[config.mk]
export PLATFORM = sky130hd
export DESIGN_NAME = vs_codec_responder
export DESIGN_NICKNAME = d
export VERILOG_FILES = /design/src/rtl/vs_codec_responder.sv
export SDC_FILE = /design/constraint.sdc
export NUM_CORES = 1
export LEC_CHECK = 0
export ABC_AREA = 1
export BUFFER_PORTS_ARGS = -buffer_cell sky130_fd_sc_hd__buf_4
export CORE_UTILIZATION = 40
export DETAILED_ROUTE_END_ITERATION = 10
export PLACE_DENSITY = 0.61
export SYNTH_ARGS = -nofsm -noshare
export SYNTH_HDL_FRONTEND = slang
export SYNTH_SLANG_ARGS = --single-unit
[constraint.sdc]
create_clock -name CLK -period 14.1 [get_ports CLK]
set_clock_uncertainty 0.05 [all_clocks]
set_input_delay 2.115 -clock CLK [delete_from_list [all_inputs] [get_ports CLK]]
set_output_delay 2.115 -clock CLK [all_outputs]
set_load 0.1 [all_outputs]
[src/rtl/vs_codec_responder.sv]
// VS10xx-style decoder endpoint: SCI register commands, SDI audio bytes into a FWFT FIFO,
// DREQ flow control. SPI pins are oversampled on CLK, so SCLK must run at CLK/8 or slower.
module vs_codec_responder #(
  parameter int unsigned FIFO_DEPTH = 64,
  parameter int unsigned DREQ_FREE  = 32,
  parameter int unsigned RESET_DLY  = 1000
) (
  input  logic        CLK,
  input  logic        RESET,
  input  logic        XRESET_N,
  input  logic        SPI_SCLK,
  input  logic        SPI_CS_N,
  input  logic        SPI_DCS_N,
  input  logic        SPI_MOSI,
  output logic        SPI_MISO,
  output logic        DREQ,
  output logic [7:0]  DATA_OUT,
  output logic        DATA_VALID,
  input  logic        DATA_READY,
  output logic [15:0] SCI_MODE,
  output logic [15:0] SCI_VOL,
  output logic        CMD_ERR,
  output logic        OVF
);

  localparam int unsigned AW = $clog2(FIFO_DEPTH);
  localparam int unsigned LW = AW + 1;
  localparam int unsigned CW = $clog2(RESET_DLY + 1);
  localparam logic [LW-1:0] LvlFull    = LW'(FIFO_DEPTH);
  localparam logic [LW-1:0] LvlDreqMax = LW'(FIFO_DEPTH - DREQ_FREE);
  localparam logic [CW-1:0] DlyDone    = CW'(RESET_DLY);
  localparam logic [7:0]    OpWrite    = 8'h02;
  localparam logic [7:0]    OpRead     = 8'h03;
  localparam logic [15:0]   ModeDflt   = 16'h0800;

  typedef enum logic [1:0] {StIdle, StOpcode, StAddr, StData} sci_state_e;

  logic [1:0] sclk_sync_q, cs_sync_q, dcs_sync_q, mosi_sync_q, xrst_sync_q;
  logic       sclk_prev_q, cs_prev_q;

  sci_state_e state_q, state_d;
  logic [4:0]  bit_cnt_q, bit_cnt_d;
  logic [30:0] shift_q, shift_d;
  logic [15:0] rd_data_q, rd_data_d;
  logic        is_read_q, is_read_d;
  logic        collide_q, collide_d;
  logic        miso_q, miso_d;
  logic        cmd_err_q, cmd_err_d;
  logic [15:0] regs_q [16];
  logic [15:0] regs_d [16];
  logic [6:0]  sdi_shift_q, sdi_shift_d;
  logic [2:0]  sdi_cnt_q, sdi_cnt_d;
  logic [AW-1:0] wr_ptr_q, wr_ptr_d, rd_ptr_q, rd_ptr_d;
  logic [LW-1:0] level_q, level_d;
  logic          ovf_q, ovf_d;
  logic [CW-1:0] dly_cnt_q, dly_cnt_d;
  logic          dreq_q, dreq_d;
  logic [7:0]    mem [FIFO_DEPTH];

  logic sclk_s, cs_s, dcs_s, mosi_s, hard_rst;
  logic sclk_rise, sclk_fall, cs_fall, cs_rise, frame_active, sdi_active;
  logic [31:0] sci_word;
  logic [3:0]  sci_addr;
  logic [7:0]  sdi_byte;
  logic wr_ok, rd_ok, soft_rst, push, pop, wr_en, fifo_full;

  // Synchronizers reset to the idle pin levels so no false edges follow RESET.
  always_ff @(posedge CLK or posedge RESET) begin
    if (RESET) begin
      sclk_sync_q <= 2'b00;
      cs_sync_q   <= 2'b11;
      dcs_sync_q  <= 2'b11;
      mosi_sync_q <= 2'b00;
      xrst_sync_q <= 2'b11;
      sclk_prev_q <= 1'b0;
      cs_prev_q   <= 1'b1;
    end else begin
      sclk_sync_q <= {sclk_sync_q[0], SPI_SCLK};
      cs_sync_q   <= {cs_sync_q[0], SPI_CS_N};
      dcs_sync_q  <= {dcs_sync_q[0], SPI_DCS_N};
      mosi_sync_q <= {mosi_sync_q[0], SPI_MOSI};
      xrst_sync_q <= {xrst_sync_q[0], XRESET_N};
      sclk_prev_q <= sclk_sync_q[1];
      cs_prev_q   <= cs_sync_q[1];
    end
  end

  assign sclk_s       = sclk_sync_q[1];
  assign cs_s         = cs_sync_q[1];
  assign dcs_s        = dcs_sync_q[1];
  assign mosi_s       = mosi_sync_q[1];
  assign hard_rst     = ~xrst_sync_q[1];
  assign sclk_rise    = sclk_s & ~sclk_prev_q;
  assign sclk_fall    = ~sclk_s & sclk_prev_q;
  assign cs_fall      = cs_prev_q & ~cs_s;
  assign cs_rise      = ~cs_prev_q & cs_s;
  assign frame_active = (state_q != StIdle);
  assign sdi_active   = ~dcs_s & cs_s;
  assign sci_word     = {shift_q, mosi_s};
  assign sci_addr     = sci_word[19:16];
  assign sdi_byte     = {sdi_shift_q, mosi_s};
  assign wr_ok        = (sci_word[31:24] == OpWrite) && (sci_word[23:20] == 4'h0);
  assign rd_ok        = (sci_word[31:24] == OpRead);
  assign fifo_full    = (level_q == LvlFull);
  assign pop          = DATA_VALID & DATA_READY;

  always_ff @(posedge CLK or posedge RESET) begin
    if (RESET) state_q <= StIdle;
    else       state_q <= state_d;
  end

  always_comb begin
    state_d = state_q;
    if (hard_rst) begin
      state_d = StIdle;
    end else if (cs_fall) begin
      state_d = StOpcode;
    end else if (frame_active && cs_rise) begin
      state_d = StIdle;
    end else if (sclk_rise) begin
      case (state_q)
        StOpcode: if (bit_cnt_q == 5'd7)  state_d = StAddr;
        StAddr:   if (bit_cnt_q == 5'd15) state_d = StData;
        StData:   if (bit_cnt_q == 5'd31) state_d = StIdle;
        default:  ;
      endcase
    end
  end

  always_comb begin
    bit_cnt_d   = bit_cnt_q;
    shift_d     = shift_q;
    rd_data_d   = rd_data_q;
    is_read_d   = is_read_q;
    collide_d   = collide_q;
    miso_d      = miso_q;
    cmd_err_d   = 1'b0;
    regs_d      = regs_q;
    soft_rst    = 1'b0;
    sdi_shift_d = sdi_shift_q;
    sdi_cnt_d   = sdi_cnt_q;
    push        = 1'b0;

    if (cs_fall) begin
      bit_cnt_d = '0;
      collide_d = 1'b0;
      is_read_d = 1'b0;
    end else if (frame_active && cs_rise) begin
      cmd_err_d = 1'b1;
    end else if (frame_active) begin
      if (!dcs_s) collide_d = 1'b1;
      if (sclk_rise) begin
        shift_d   = sci_word[30:0];
        bit_cnt_d = bit_cnt_q + 5'd1;
        if (bit_cnt_q == 5'd15) begin
          is_read_d = (sci_word[15:8] == OpRead);
          rd_data_d = (sci_word[7:4] == 4'h0) ? regs_q[sci_word[3:0]] : 16'h0000;
        end
        if (bit_cnt_q == 5'd31) begin
          if (wr_ok) begin
            regs_d[sci_addr] = sci_word[15:0];
            // MODE bit 2 is a self-clearing soft reset request.
            if (sci_addr == 4'h0 && sci_word[2]) begin
              regs_d[0][2] = 1'b0;
              soft_rst     = 1'b1;
            end
          end
          cmd_err_d = collide_d || !(wr_ok || rd_ok);
        end
      end
      if (sclk_fall && state_q == StData && is_read_q) begin
        miso_d    = rd_data_q[15];
        rd_data_d = {rd_data_q[14:0], 1'b0};
      end
    end
    if (state_d != StData) miso_d = 1'b0;

    if (!sdi_active) begin
      sdi_cnt_d = '0;
    end else if (sclk_rise) begin
      sdi_shift_d = sdi_byte[6:0];
      sdi_cnt_d   = sdi_cnt_q + 3'd1;
      push        = (sdi_cnt_q == 3'd7);
    end

    wr_en    = push && (!fifo_full || pop);
    wr_ptr_d = wr_ptr_q;
    rd_ptr_d = rd_ptr_q;
    level_d  = level_q;
    ovf_d    = ovf_q;
    if (push && !wr_en) ovf_d = 1'b1;
    if (wr_en) wr_ptr_d = wr_ptr_q + AW'(1);
    if (pop)   rd_ptr_d = rd_ptr_q + AW'(1);
    if (wr_en && !pop)      level_d = level_q + LW'(1);
    else if (!wr_en && pop) level_d = level_q - LW'(1);

    dly_cnt_d = dly_cnt_q;
    if (dly_cnt_q != DlyDone) dly_cnt_d = dly_cnt_q + CW'(1);

    if (soft_rst) begin
      wr_en     = 1'b0;
      wr_ptr_d  = '0;
      rd_ptr_d  = '0;
      level_d   = '0;
      ovf_d     = 1'b0;
      dly_cnt_d = '0;
    end

    if (hard_rst) begin
      bit_cnt_d = '0;
      rd_data_d = '0;
      is_read_d = 1'b0;
      collide_d = 1'b0;
      miso_d    = 1'b0;
      cmd_err_d = 1'b0;
      for (int i = 0; i < 16; i++) regs_d[i] = 16'h0000;
      regs_d[0] = ModeDflt;
      sdi_cnt_d = '0;
      wr_en     = 1'b0;
      wr_ptr_d  = '0;
      rd_ptr_d  = '0;
      level_d   = '0;
      ovf_d     = 1'b0;
      dly_cnt_d = '0;
    end

    dreq_d = !hard_rst && (dly_cnt_d == DlyDone) && (level_d <= LvlDreqMax);
  end

  always_ff @(posedge CLK or posedge RESET) begin
    if (RESET) begin
      bit_cnt_q   <= '0;
      shift_q     <= '0;
      rd_data_q   <= '0;
      is_read_q   <= 1'b0;
      collide_q   <= 1'b0;
      miso_q      <= 1'b0;
      cmd_err_q   <= 1'b0;
      for (int i = 0; i < 16; i++) regs_q[i] <= (i == 0) ? ModeDflt : 16'h0000;
      sdi_shift_q <= '0;
      sdi_cnt_q   <= '0;
      wr_ptr_q    <= '0;
      rd_ptr_q    <= '0;
      level_q     <= '0;
      ovf_q       <= 1'b0;
      dly_cnt_q   <= '0;
      dreq_q      <= 1'b0;
    end else begin
      bit_cnt_q   <= bit_cnt_d;
      shift_q     <= shift_d;
      rd_data_q   <= rd_data_d;
      is_read_q   <= is_read_d;
      collide_q   <= collide_d;
      miso_q      <= miso_d;
      cmd_err_q   <= cmd_err_d;
      regs_q      <= regs_d;
      sdi_shift_q <= sdi_shift_d;
      sdi_cnt_q   <= sdi_cnt_d;
      wr_ptr_q    <= wr_ptr_d;
      rd_ptr_q    <= rd_ptr_d;
      level_q     <= level_d;
      ovf_q       <= ovf_d;
      dly_cnt_q   <= dly_cnt_d;
      dreq_q      <= dreq_d;
    end
  end

  always_ff @(posedge CLK) begin
    if (wr_en) mem[wr_ptr_q] <= sdi_byte;
  end

  assign DATA_OUT   = mem[rd_ptr_q];
  assign DATA_VALID = (level_q != '0);
  assign SPI_MISO   = miso_q;
  assign DREQ       = dreq_q;
  assign SCI_MODE   = regs_q[0];
  assign SCI_VOL    = regs_q[11];
  assign CMD_ERR    = cmd_err_q;
  assign OVF        = ovf_q;

endmodule

# [Yosys cells after proc, flatten, opt, wreduce, memory -nomap -nowiden]
# Memory sizes are Yosys's and may differ from the RTL's.
# Cells that the tools add are included.
[totals] elab_cells=225 ff_bits=367 in_bits=8 n_memories=1 ramBits=512
[op_classes] n_eq_ne=34 n_addsub=7 n_reduce_logical=32 n_mux=93 n_lt_le_gt_ge=4 bitwise=15
[memory_table] memory="mem" words=64 word_bits=8 rd=1 rd_clocked_by_memory_dff=0 write_ports=1 line="58" text="logic [7:0] mem [FIFO_DEPTH];"
[op_table] operator="$mux 256" n=7
[op_table] operator="$bwmux 256" n=1
[op_table] operator="$mux 16" n=11
[op_table] operator="$bmux 16 s4" n=1
[op_table] operator="$demux 16 s4" n=1
[op_table] operator="$mux 1" n=43
[op_table] operator="$mux 6" n=6
[op_table] operator="$mux 10" n=3
[op_table] operator="$ne 3x1->1 const B" n=10
[op_table] operator="$mux 7" n=4
[op_table] operator="$mux 5" n=5
[op_table] operator="$eq 8x2->1 const B" n=3
[op_table] operator="$mux 2" n=7
[op_table] operator="$add 6x1->6 const B" n=2
[op_table] operator="$logic_and 1x1->1" n=12
[op_table] operator="$logic_not 4->1" n=3
[op_table] operator="$reduce_and 4->1" n=3
[op_table] operator="$add 10x1->10 const B" n=1
[op_table] operator="$eq 10x10->1 const B" n=1
[op_table] operator="$ge 5x5->1 const B" n=2
[op_table] operator="$ne 10x10->1 const B" n=1
[op_table] operator="$not 4->5" n=2
[op_table] operator="$mux 3" n=3
[op_table] operator="$ne 2x1->1 const B" n=4
[op_table] operator="27 further kinds" n=49

# [Logic depth before layout (Yosys ltp)]
# Gate-level depths: netlist of the first run.
[logic_depth] word_depth=14 mapped_depth=15 ltp_nobuf=15

# [Worst setup path before layout of the first run]
# Ideal clock, no wire load.
[synth_path] path_type="reg-to-output" from="reg rd_ptr_q[0]" to="out DATA_OUT[0]" stages_incl_launch_ff=11 slack_ns=9.692 required_time_ns=11.935 arrival_ns=2.243 path_buffers=3 cell_sequence="dfrtp_1 -> inv_1 -> clkbuf_1 -> buf_2 -> buf_2 -> nor2_1 -> o22ai_1 -> nand2_1 -> nand3_1 -> nand3_1 -> nand2_1"
[synth_between] elab_chain_len=1
[synth_rtl] item="start, declared" line="53" text="logic [AW-1:0] wr_ptr_q, wr_ptr_d, rd_ptr_q, rd_ptr_d;"
[synth_rtl] item="start signal, assigned" line="260" text="rd_ptr_q <= rd_ptr_d;"
[synth_rtl] item="$mem_v2 64x8"
[synth_rtl] item="end, declared" line="17" text="output logic [7:0] DATA_OUT,"
# No other way between the ends.

# [Final worst setup path of the first run]
# Ends and elaborated chain as after synthesis.

==> metrics.yaml, run 1 <==
synth_compound_area_frac: 0.162
multiInputGateArea_um2: 10400
worstSetupPathType: "reg -> out"
async_reset_ff_frac: 0.417
vias_per_cell: 5.57
synth_edf_count: 512
final_cell_mix: "edfxtp_1, o21ai_0, nor2_1, dfrtp_1, inv_1"
yosys.area.top_type_share: 0.410
synthMuxAreaShare: 0.000601
hold_path.class: "reg -> reg"
yosysWarningCount: 0
critPathArrivalTime_ns: 4.90
hold_buffers: 0
grt_pass1_vias: 25000
clk_path_buf_depth: 3
maxSlewViolCount: 0
fin_cells: 4709
numCtsBuffers: 95
fin_crit_ns: 7.07
fin_crit_sh: 0.501
rsz0062_at_grt: "no"
setup-violations-final: 0
synth-seq-cells: 878
drtIter0Drc: 2801
layout.nets: 3409
synth_nets: 3486
required_ns: 11.94
powerDensity_nw_per_um2: 139
syn_inst: 3467
post-cts-setup-buffers: 0
tightest_slew_ns: 1.02
gr-total-overflow: 0
grt_pass1_wl_um: 154000
antenna-diode-count: 0
dr.pass1.iters: 6
fin_setup_tns_ns: 0
dieWidth_um: 308
wl_per_cell_um: 21.2
vias: 26200
fmax_ghz: 0.141
fillers: 8570
ys.flop_type: "edfxtp_1"
worstSkewPairLatency_ns: 0.69
core_um2: 92200
fin_util: 0.450
place_area_um2: 38500
cts_sinks: 878
hold_viol: 0
cts-resized-gates: 0
htree_levels: 3
drive_gt1_frac: 0.0923
rows: 111
peakVddDrop_uv: 101
worstSetupEndpointType: "output pin"
netlist_top_cells_area: "edfxtp_1, dfrtp_1, o21ai_0, o22ai_1, nor2_1"
grt_max_degree: 225
dieArea_um2: 95000
cts_tree: "built"
ys_seq_area_frac: 0.654
syn2layout_area_growth_pct: 10.7
regArea_um2: 24600
synth-simple-area-share: 0.107
clk_pin_slew_ns: 0.06
antenna_found_initial: 0
synth.avg_cell_area_um2: 10.8
dp_cells: 4536
synthXorXnorAreaFrac: 0.00257
io_pins: 53
final_common_cell: "edfxtp_1"
outcome: "finished clean"
cts_root_buf: "clkbuf_16"
drc_errors: 0
start_util: 0.407
synthAdderAreaFrac: 0.00367
synth.distinct_cells: 51
ant_nets: 0
dp_hpwl_um: 59600
port_buffers: 51
crit_fanout: 99
place.gp.congestion: 0.857
totalWireLength_um: 99700
synth_top_cell_by_area: "edfxtp_1"
synth_area_um2: 37500
grt_usage: 0.209
max-slew-margin-rel: 0.317
synth_top_family_by_area: "compound AO/OA/AOI/OAI gates"
drv_cap: 0
fin_area_um2: 41500
start_kind: "flip-flop"
leakage_nw: 15.3
fp.dieH_um: 308
==> final timing paths <==
check | to | start | slack [ns] | cells after the start
setup / recovery | DATA_OUT[0] | rd_ptr_q[0]$_DFFE_PP0P_ | 7.03 | 10
hold / removal | sclk_sync_q[1]$_DFF_PP0_ | sclk_sync_q[0]$_DFF_PP0_ | 0.30 | 0
setup reg to reg | mem[59][4]$_DFFE_PP_ | xrst_sync_q[1]$_DFF_PP1_ | 9.62 | 8
hold reg to reg | sclk_sync_q[1]$_DFF_PP0_ | sclk_sync_q[0]$_DFF_PP0_ | 0.30 | 0
max in group asynchronous | regs_q[223]$_DFFE_PP0P_ | RESET | 10.91 | 3
min in group asynchronous | mosi_sync_q[0]$_DFF_PP0_ | RESET | 1.51 | 2
==> cells in the mapped netlist, drive strengths merged, types with 4 or more instances <==
master and n:
nor2 422, nor3 8, a21oi 155, nand2 252, dfstp 8, xor2 9
o221ai 53, clkbuf 160, nand3 191, edfxtp 512, o21ai 459, o211ai 13
dfrtp 358, ha 11, nand4 40, inv 339, o31ai 4, nor4 4
clkinv 20, buf 99, o22ai 329
==> metal layers <==
layer  GRT usage  wire (µm)  up-vias
met2       0.329      46300      967
met3      0.0329       6450      202
met5           0          0        -
met1       0.293      43400    13000
met4      0.0776       3460        0
li1            -          -    12100
==> kinds of logic after synthesis <==
kind of cell	after synthesis
adder cells (fa/ha/maj)	11
flip-flops	878
AO/OA/AOI/OAI	1021
buffers and inverters	618
other	1
multiplexers	2
AND/OR/NAND/NOR	925
XOR/XNOR	11
==> where the power goes <==
| part | switching, mW | leakage [nW] | internal, mW |
|---|---|---|---|
| clock | 1.04 | 1.48 | 1.36 |
| combinational | 0.364 | 4.11 | 0.104 |
| sequential | 0.0509 | 9.67 | 2.86 |
| total | 1.46 | 15.3 | 4.32 |
==> through the flow <==
stage          setup WS [ns]  hold WS, ns  total power, mW
5_1_grt                 6.84        0.310             5.97
2_1_floorplan           1.79        0.281             3.22
3_5_place_dp            7.81        0.285             3.43
6_report                7.03        0.297             5.78
4_1_cts                 7.08        0.298             5.83
3_3_place_gp            7.83        0.285             3.42
==> registers in the layout (all words and copies together) (netlist names), 2 cells and up <==
signal       count
SCI_MODE        15
SCI_VOL         16
bit_cnt_q        5
cs_sync_q        2
dcs_sync_q       2
dly_cnt_q       10
level_q          7
mem            512
mosi_sync_q      2
rd_data_q       16
rd_ptr_q         6
regs_q         224
sclk_sync_q      2
sdi_cnt_q        3
sdi_shift_q      7
shift_q         31
state_q          2
wr_ptr_q         6
xrst_sync_q      2
==> final cells by class <==
type                       count  share of cell area
sequential                   878               0.592
multi-input combinational   1971               0.250
clock buffer                 126              0.0628
tap                         1243              0.0375
inverter                     359              0.0328
timing repair buffer          85              0.0160
clock inverter                47             0.00944
==> critical path: stages, from the launching register on <==
cell and delay [ns]:
dfrtp_4 0.62, inv_6 0.44, buf_4 0.74, buf_4 0.83, o21ai_0 0.18, o221ai_1 0.26, nand3_1 0.19, nand4_1 0.12
nand3_1 0.10, nand2_1 0.22, buf_4 0.34
No activity file was read; power rests on OpenSTA's default activity.
==> run 2, diff against run 1 <==
clock period = 6.8 ns   (was 14.1 ns; I/O delays follow)
==> run 2 against run 1 <==
  * Total power up 110%
  * Global-route usage up 0.12 points
  * Cell count about the same
  * Core utilization up 0.13 points
  * Count of clock-buffer cells in the layout down 5
  * Via count up 0.16%
  * Final area up 0.28%
  * Sequential share of layout area down 0.16 points
  * Critical path type unchanged
  * Critical endpoint unchanged
==> metrics.yaml, run 2 (synthesis gave the netlist of run 1 again) <==
top_register: "mem"
totalWireLength_um: 99700  # about the same
drive_gt1_frac: 0.0909  # -0.00147
grt_pass1_wl_um: 155000  # +1.1%
clk_path_buf_depth: 3  # unchanged
drtIter0Drc: 2980  # +6.4%
peakVddDrop_uv: 213  # +110%
worst_hold_path.num_cells: 0  # unchanged
largest_reg_flops: 512  # unchanged
antenna-diode-count: 0  # unchanged
antenna_found_initial: 1  # +1
hold_path.class: "reg -> reg"
outcome: "finished clean"
clk_pin_slew_ns: 0.06  # about the same
cts_tree: "built"
htree_levels: 3  # unchanged
max-slew-margin-rel: 0.232  # -0.0853
dieWidth_um: 308  # unchanged
fin_util: 0.451  # +0.00126
critPathArrivalTime_ns: 4.45  # -0.45 ns
finalPower_mw: 12.1  # +110%
reg_top3: "mem (512), regs_q (224), shift_q (31)"
worstSkewPairLatency_ns: 0.66  # -0.03 ns
cts_sinks: 878  # unchanged
dp_hpwl_um: 58400  # -2.0%
grt_usage: 0.211  # +0.00122
io_pins: 53  # unchanged
grt_max_degree: 237  # +5.3%
start_util: 0.407  # unchanged
fin_area_um2: 41600  # +0.28%
fp.dieH_um: 308  # unchanged
hold_buffers: 0  # unchanged
wl_per_cell_um: 21.2  # about the same
drc_errors: 0  # unchanged
fin_setup_tns_ns: 0  # unchanged
vias: 26300  # +0.16%
leakage_nw: 15.3  # +0.22%
fmax_ghz: 0.181
core_um2: 92200  # unchanged
place_area_um2: 38500  # about the same
numCtsBuffers: 94  # -1.1%
post-cts-setup-buffers: 0  # unchanged
rows: 111  # unchanged
place.gp.congestion: 0.823  # -3.9%
reg2regPathDepth: 8  # unchanged
dieArea_um2: 95000  # unchanged
setup-violations-final: 0  # unchanged
powerDensity_nw_per_um2: 291  # +110%
fillers: 8640  # +0.82%
port_buffers: 51  # unchanged
dr.pass1.iters: 6  # unchanged
fin_crit_ns: 5.52
rsz0062_at_grt: "no"
final_common_cell: "edfxtp_1"
cts_root_buf: "clkbuf_16"
grt_pass1_vias: 25500  # +2.2%
fin_crit_sh: 0.812
vias_per_cell: 5.58  # +0.14%
worstSetupPathType: "reg -> out"
final_cell_mix: "edfxtp_1, o21ai_0, nor2_1, dfrtp_1, inv_1"
syn2layout_area_growth_pct: 11.0
start_kind: "flip-flop"
required_ns: 5.73  # -6.21 ns
crit_fanout: 71  # -28%
worstSetupEndpointType: "output pin"
ant_nets: 0  # unchanged
hold_viol: 0  # unchanged
tightest_slew_ns: 1.15  # +0.124 ns
drv_cap: 0  # unchanged
layout.nets: 3409  # unchanged
gr-total-overflow: 0  # unchanged
maxSlewViolCount: 0  # unchanged
cts-resized-gates: 0  # unchanged
-- run 2: power breakdown --
group | internal, mW | switching, mW
Combinational | 0.219 | 0.761
Clock | 2.98 | 2.15
Sequential | 5.92 | 0.0700
Total | 9.12 | 2.98
-- run 2: per-stage QoR --
stage | hold slack (ns) | worst slack [ns] | std cells
final | 0.305 | 1.28 | 4710
after global routing | 0.314 | 1.11 | 4710
after CTS | 0.306 | 1.26 | 4710
after detailed placement | 0.286 | 1.99 | 4537
after global placement | 0.293 | 2.00 | 4537
after floorplan | 0.281 | 0.826 | 3467
-- run 2: worst paths after layout --
kind,startpoint,to,slack [ns]
max in group asynchronous,RESET,shift_q[0]$_DFFE_PP0P_,4.66
min in group asynchronous,RESET,mosi_sync_q[0]$_DFF_PP0_,0.48
worst max register to register,xrst_sync_q[1]$_DFF_PP1_,mem[53][5]$_DFFE_PP_,2.41
worst min register to register,sclk_sync_q[0]$_DFF_PP0_,sclk_sync_q[1]$_DFF_PP0_,0.30
worst max-delay path,rd_ptr_q[1]$_DFFE_PP0P_,DATA_OUT[0],1.28
worst min-delay path,sclk_sync_q[0]$_DFF_PP0_,sclk_sync_q[1]$_DFF_PP0_,0.30
-- run 2: layout make-up --
type,count,area [µm²],share of cell area
Sequential cell,878,24600,0.590
Multi-Input combinational cell,1971,10400,0.249
Clock buffer,121,2520,0.0607
Tap cell,1243,1560,0.0374
Inverter,359,1360,0.0327
Timing Repair Buffer,86,696,0.0167
Clock inverter,52,558,0.0134
-- run 2: routing by layer --
layer	vias to the layer above	global-route usage	wire [µm]
li1	12100	-	-
met1	13000	0.298	43700
met2	989	0.332	46700
met3	165	0.0333	6660
met4	2	0.0644	2600
met5	-	0	13
-- run 2: critical path, cell delays in order, from the launching register on --
cell and delay (ns):
dfrtp_4 0.89, clkinv_2 1.06, buf_12 0.52, o21ai_0 0.11, o22ai_1 0.09, o211ai_1 0.23, nand4_1 0.23, nand3_1 0.24
nand2_1 0.12, buf_4 0.25
